### config.mk
export PLATFORM = sky130hd
export DESIGN_NAME = serial_adder
export DESIGN_NICKNAME = d
export VERILOG_FILES = /design/src/rtl/serial_adder_pkg.sv /design/src/rtl/serial_fa_cell.sv /design/src/rtl/serial_adder.sv
export SDC_FILE = /design/constraint.sdc
export NUM_CORES = 1
export LEC_CHECK = 0
export ABC_CLOCK_PERIOD_IN_PS = 1400
export BUFFER_PORTS_ARGS = -buffer_cell sky130_fd_sc_hd__buf_2
export CORE_MARGIN = 5
export CORE_UTILIZATION = 30
export CTS_BUF_LIST = sky130_fd_sc_hd__clkbuf_16
export DETAILED_ROUTE_END_ITERATION = 8
export SYNTH_ARGS = -nofsm -noshare
export SYNTH_HDL_FRONTEND = slang
export SYNTH_HIERARCHICAL = 1
export SYNTH_SLANG_ARGS = --single-unit
### constraint.sdc
create_clock -name clk -period 1.4 [get_ports clk]
set_input_delay 0 -clock clk [delete_from_list [all_inputs] [get_ports clk]]
set_output_delay 0 -clock clk [all_outputs]
set_load 0.05 [all_outputs]
### src/rtl/serial_adder_pkg.sv
// Shared types and sizing helpers for the bit-serial adder.
// Consumers: serial_adder, serial_fa_cell.
package serial_adder_pkg;

  localparam int unsigned DefaultWidth = 8;

  typedef enum logic [1:0] {
    StIdle  = 2'd0,
    StShift = 2'd1,
    StDone  = 2'd2
  } state_e;

  // Bit counter width; never narrower than one bit even for tiny operands.
  function automatic int unsigned cnt_width(input int unsigned w);
    return (w < 2) ? 1 : $clog2(w);
  endfunction

  localparam int unsigned DefaultCntWidth = cnt_width(DefaultWidth);

endpackage

### src/rtl/serial_fa_cell.sv
// Single-bit full adder built from two half-adder stages and an OR of their carries.
module serial_fa_cell (
  input  logic x,
  input  logic y,
  input  logic ci,
  output logic s,
  output logic co
);

  logic hs0, hc0, hc1;

  always_comb begin
    hs0 = x ^ y;
    hc0 = x & y;
    s   = hs0 ^ ci;
    hc1 = hs0 & ci;
    co  = hc0 | hc1;
  end

endmodule

### src/rtl/serial_adder.sv
// Bit-serial WIDTH-bit adder: one bit per clock through serial_fa_cell, registered carry.
// Optional subtract mode (sub port) is enabled by defining SERIAL_ADDER_SUB_EN.
module serial_adder
  import serial_adder_pkg::*;
#(
  parameter int unsigned WIDTH = DefaultWidth
) (
  input  logic             clk,
  input  logic             rst_n,
  input  logic             start,
  input  logic [WIDTH-1:0] a,
  input  logic [WIDTH-1:0] b,
  input  logic             cin,
`ifdef SERIAL_ADDER_SUB_EN
  input  logic             sub,
`endif
  output logic             busy,
  output logic             done,
  output logic [WIDTH-1:0] sum,
  output logic             cout
);

  localparam int unsigned CntW = cnt_width(WIDTH);
  localparam logic [CntW-1:0] LastBit = CntW'(WIDTH - 1);

  state_e           state_q;
  logic [WIDTH-1:0] sa_q, sb_q;
  logic             carry_q;
  logic [CntW-1:0]  cnt_q;

  logic [WIDTH-1:0] load_b;
  logic             load_c;
  logic             accept;
  logic             fa_s, fa_co;

`ifdef SERIAL_ADDER_SUB_EN
  // Two's-complement subtract: invert B and force the carry-in, ignoring cin.
  always_comb begin
    load_b = sub ? ~b : b;
    load_c = sub ? 1'b1 : cin;
  end
`else
  always_comb begin
    load_b = b;
    load_c = cin;
  end
`endif

  always_comb begin
    accept = start && ((state_q == StIdle) || (state_q == StDone));
  end

  serial_fa_cell u_fa (
    .x  (sa_q[0]),
    .y  (sb_q[0]),
    .ci (carry_q),
    .s  (fa_s),
    .co (fa_co)
  );

  always_ff @(posedge clk) begin
    if (!rst_n) begin
      state_q <= StIdle;
      sa_q    <= '0;
      sb_q    <= '0;
      carry_q <= 1'b0;
      cnt_q   <= '0;
      busy    <= 1'b0;
      done    <= 1'b0;
      sum     <= '0;
      cout    <= 1'b0;
    end else begin
      done <= 1'b0;
      if (accept) begin
        // sum/cout are left alone so the previous result stays visible until it is overwritten.
        state_q <= StShift;
        sa_q    <= a;
        sb_q    <= load_b;
        carry_q <= load_c;
        cnt_q   <= '0;
        busy    <= 1'b1;
      end else begin
        unique case (state_q)
          StIdle: begin
            state_q <= StIdle;
          end
          StShift: begin
            sa_q    <= sa_q >> 1;
            sb_q    <= sb_q >> 1;
            sum     <= {fa_s, sum[WIDTH-1:1]};
            carry_q <= fa_co;
            cnt_q   <= cnt_q + 1'b1;
            if (cnt_q == LastBit) begin
              state_q <= StDone;
              busy    <= 1'b0;
              done    <= 1'b1;
              cout    <= fa_co;
            end
          end
          StDone: begin
            state_q <= StIdle;
          end
          default: begin
            state_q <= StIdle;
            busy    <= 1'b0;
          end
        endcase
      end
    end
  end

endmodule

## After elaboration in Yosys (flattened, before gate mapping)

Index checks and enable logic that the tools add are counted.

| storage, ports and cells | value |
|---|---|
| bits in registers | 33 |
| bits of input ports | 20 |
| logic and storage cells | 47 |

| cells by class | value |
|---|---|
| $add $sub $neg | 1 |
| mux-type cells | 13 |
| reductions and logical operators | 10 |
| equal/unequal tests | 5 |
| bitwise operators | 8 |

Operators with widths:

| kind | count |
|---|---|
| $mux W8 | 4 |
| $mux W1 | 8 |
| $reduce_and A2 Y1 | 2 |
| $reduce_or A2 Y1 | 2 |
| $add A3 B1 Y3 const B | 1 |
| $eq A3 B3 Y1 const B | 1 |
| $ne A3 B3 Y1 const B | 1 |
| $not A1 Y1 | 3 |
| $reduce_and A3 Y1 | 1 |
| $reduce_or A3 Y1 | 1 |
| $and A1 B1 Y1 | 2 |
| $eq A2 B1 Y1 const B | 1 |
| $eq A2 B2 Y1 const B | 1 |
| $logic_not A2 Y1 | 1 |
| $ne A2 B1 Y1 const B | 1 |
| $pmux W1 S2 | 1 |
| $reduce_bool A2 Y1 | 1 |
| $xor A1 B1 Y1 | 2 |
| $logic_and A1 B1 Y1 | 1 |
| $logic_or A1 B1 Y1 | 1 |
| $or A1 B1 Y1 | 1 |

## Depth between registers and ports, before layout

| depth | value |
|---|---|
| word-level depth | 5 |
| mapped depth | 5 |
| depth with buffers taken out | 5 |

## Modules after synthesis

The synthesis kept the hierarchy.

Modules (own cells, without submodules):

| module | seq. area each (um^2) | cells each | instances | area each (um^2) |
|---|---|---|---|---|
| serial_adder | 660.6 | 150 | 1 | 1370.1 |
| serial_fa_cell | 0.0 | 1 | 1 | 20.0 |

## Least setup slack after synthesis

No wires, ideal clock.

| timing path | value |
|---|---|
| path type | reg-to-reg |
| start | reg cnt_q[0] |
| end | reg busy |
| required time | 1.334 ns |
| arrival time | 1.029 ns |
| setup slack | 0.305 ns |
| cell stages (with the launch flop) | 6 |
| buffers on the path | 0 |
| cells stage by stage | dfxtp_1 -> ha_1 -> ha_1 -> o21ai_0 -> a21oi_1 -> nor2b_1 |

| between the ends | value |
|---|---|
| cells in the longest elaborated chain, start to end | 3 |

RTL lines:

| element | RTL line | source |
|---|---|---|
| start: declaration | serial_adder.sv:29 | `logic [CntW-1:0] cnt_q;` |
| start signal: assignment | serial_adder.sv:92 | `cnt_q <= cnt_q + 1'b1;` |
| $eq A3 B3 Y1 | serial_adder.sv:93 | `if (cnt_q == LastBit) begin` |
| $ne A3 B3 Y1 (no source line) | -- |  |
| $reduce_and A2 Y1 (no source line) | -- |  |
| end signal: assignment | serial_adder.sv:81 | `busy <= 1'b1;` |
| end signal: assignment | serial_adder.sv:95 | `busy <= 1'b0;` |
| end signal: assignment | serial_adder.sv:105 | `busy <= 1'b0;` |
| end: declaration | serial_adder.sv:17 | `output logic busy,` |

Every way passes these cells.
A chain may end at the register's enable or synchronous reset.

## Worst setup path in the final report

| timing path | value |
|---|---|
| start | reg state_q[1] |
| end | reg sa_q[5] |

| between the ends | value |
|---|---|
| cells in the longest elaborated chain, start to end | 4 |

RTL lines:

| element | RTL line | source |
|---|---|---|
| start: declaration | serial_adder.sv:26 | `state_e state_q;` |
| start signal: assignment | serial_adder.sv:63 | `state_q <= StIdle;` |
| start signal: assignment | serial_adder.sv:76 | `state_q <= StShift;` |
| start signal: assignment | serial_adder.sv:85 | `state_q <= StIdle;` |
| $eq A2 B2 Y1 or $logic_not A2 Y1 (tied branches) | serial_adder.sv:50 | `accept = start && ((state_q == StIdle) \|\| (state_q == StDone));` |
| $logic_or A1 B1 Y1 | serial_adder.sv:50 |  |
| $logic_and A1 B1 Y1 | serial_adder.sv:50 |  |
| $mux W8 or $reduce_bool A2 Y1 (tied branches) | -- |  |
| end signal: assignment | serial_adder.sv:88 | `sa_q <= sa_q >> 1;` |
| end: declaration | serial_adder.sv:27 | `logic [WIDTH-1:0] sa_q, sb_q;` |

Several ways; a longest one is shown, not always the timed one.

==> impl_metrics.py <==
metrics = {
    "final_layout": {
        "fill_cells": 461,
        "num_antenna_cells": 0,
        "final_common_cell": "dfxtp_1",
        "final_util_pct": 40.6,
        "area_growth_pct": 29.0,
        "drive_gt1_share_pct": 27.8,
        "nets": 209,
        "final_cell_mix": "dfxtp_1 (33), buf_2 (30), nand2_1 (29)",
    },
    "clock_tree": {
        "cts_resized": 0,
        "cts_buffers": 5,
        "root_buffer": "clkbuf_16",
        "post_cts_buffers": 0,
        "ctsHtreeMaxLevel": 2,
        "clockBufferDepth": 2,
        "clk-insertion-delay-late_ns": 0.28,
        "hold_buffers": 3,
        "cts_tree": "done",
        "clk_pin_slew_worst_paths_ns": 0.06,
        "cts_sinks": 33,
    },
    "global_routing": {
        "antenna_found_initial": 0,
        "grt_max_degree": 32,
        "first_global_vias": 1110,
        "grt_pass1_wl_um": 5260,
        "grt-ovfl-total": 0,
        "grtUsageTotal_pct": 10.8,
    },
    "die": {
        "num_io_pins": 31,
        "die_y_um": 78.1,
        "start_util_pct": 31.5,
        "std_cell_rows": 24,
        "die_w_um": 78.1,
        "core_mm2": 0.00441,
        "dieArea_mm2": 0.00609,
    },
    "synth": {
        "netlist_instances": 151,
        "synth_edf_count": 0,
        "synth-seq-cells": 33,
        "synth_top_area_cell": "dfxtp_1",
        "syn_nets": 174,
        "synth.top_cell.area_share_pct": 47.5,
        "yosysSeqAreaShare_pct": 47.5,
        "synth_area_mm2": 0.00139,
        "yosysUniqueCellTypes": 27,
        "ys_top_cells_by_area": "dfxtp_1 (48%), nand2_1 (7.8%), a21boi_1 (7.0%)",
        "ys_async_sr_fraction_pct": 0,
        "synth.avg_cell_area_um2": 9.21,
        "synthFlopType": "dfxtp_1",
        "ys_warn_count": 6,
    },
    "timing": {
        "fin_skew_ns": 0.00645,
        "min_period_ns": 1.14,
        "setup_violations": 0,
        "hold_violations": 0,
        "rsz0062_at_grt": "false",
        "min_period_over_period_pct": 81.8,
        "fmax_ghz": 0.874,
        "max_slew.worst_pin.slew_ns": 0.473,
        "tns_ns": 0,
        "slew_violations": 0,
        "holdWs_ns": 0.00728,
        "relSlewSlack_pct": 68.5,
    },
    "detailed_routing": {
        "drt_iter0_drc": 77,
        "drc_errors": 0,
        "dr.pass1.iters": 4,
        "vias_per_cell": 4.86,
        "routed_wl_um": 3150,
        "wl_per_cell_um": 13.2,
        "vias": 1161,
        "ant_nets": 0,
    },
    "critical_path": {
        "crit_fanout": 18,
        "end_kind": "flop",
        "crit_path_start_kind": "flop",
        "path_cells": "and2b_1 > buf_12 > a22oi_1 > a21boi_1",
        "required_ns": 1.56,
        "cp_slowest_cell": "dfxtp_1",
        "critPathArrivalTime_ns": 1.30,
        "critical_path_class": "reg2reg",
        "max_stage_delay_ns": 0.35,
    },
    "place": {
        "routabilityCongestion": 0.668,
        "port-buffer-count": 30,
        "post-dp-hpwl_um": 2090,
    },
    "outcome": {
        "run_status": "finished, final reports clean",
    },
    "worst_hold_path": {
        "hp-class": "in2reg",
    },
    "flow_run": {
        "drv_cap": 0,
    },
    "pwr": {
        "peakVddDrop_uv": 641,
        "power_leakage_uw": 0.000745,
        "p_per_area_mw_per_mm2": 1420,
        "total_power_uw": 2550,
    },
}
[critical path, delay by kind of cell (launching register included)]
family | cells | cell delay, ns
compound gates | 2 | 0.27
buf+inv | 1 | 0.17
flops | 1 | 0.35
simple gates | 1 | 0.23
[through the flow]
stage	std cells	area [um2]	setup WS, ns
floorplan	151	1390	0.305
global placement	228	1600	0.281
detailed placement	228	1600	0.261
CTS	239	1790	0.254
global route	239	1790	0.187
finish	239	1790	0.255
[logic make-up after synthesis]
kind of cell / Yosys count / share of synthesized area [%]
AO/OA/AOI/OAI: 37 / 19.1
buffers and inverters: 14 / 6.75
AND/OR/NAND/NOR: 63 / 22.8
flip-flops: 33 / 47.5
XOR/XNOR: 1 / 0.630
adder cells (fa/ha/maj): 3 / 3.24
[power by group]
group	switching, uW	total [uW]	internal (uW)
sequential	35.9	1030	996
combinational	164	301	137
clock	392	1220	826
[registers in the layout (all words and copies together) (netlist names)]
name / count
cnt_q: 3
sum: 8
busy: 1
cout: 1
done: 1
state_q: 2
carry_q: 1
sa_q: 8
sb_q: 8
[per-layer routing]
layer	vias up	wire (um)	global-route usage (%)
met1	530	1490	13.9
li1	597	-	-
met4	0	55	5.07
met3	7	231	4.12
met5	-	0	0
met2	27	1380	16.0
[cells in the mapped netlist, types with 2 or more instances]
master / n
dfxtp_1: 33
nand2_1: 29
a21boi_1: 13
nor2_1: 11
o221ai_1: 10
nor3_2: 8
buf_2: 5
nand3_1: 5
a21oi_1: 4
a22oi_1: 3
buf_4: 3
clkbuf_1: 3
o21ai_0: 3
a31oi_1: 2
and3_1: 2
ha_1: 2
nand2b_1: 2
nor2b_1: 2
nor3_1: 2
o21ai_1: 2
[path summary, 6_finish.rpt]
| check | startpoint | endpoint | slack, ns | depth (start not counted) |
|---|---|---|---|---|
| setup / recovery | state_q[1] | sa_q[5] | 0.26 | 4 |
| hold / removal | a[5] | sa_q[5] | 0.007 | 3 |
| setup reg to reg | state_q[1] | sa_q[5] | 0.26 | 4 |
| hold reg to reg | sum[0] | sum[0] | 0.46 | 2 |
[area by class of cell]
| class | count | area [um2] | share of cell area [%] |
|---|---|---|---|
| multi-input cells | 104 | 636 | 35.5 |
| flip-flops and latches | 33 | 661 | 36.8 |
| inverters | 1 | 3.75 | 0.209 |
| clock buffers | 5 | 125 | 6.98 |
| clock inverters | 3 | 37.5 | 2.09 |
| well taps | 52 | 65.1 | 3.63 |
| repair buffers | 41 | 265 | 14.8 |
No activity file was read; power rests on OpenSTA's default activity.
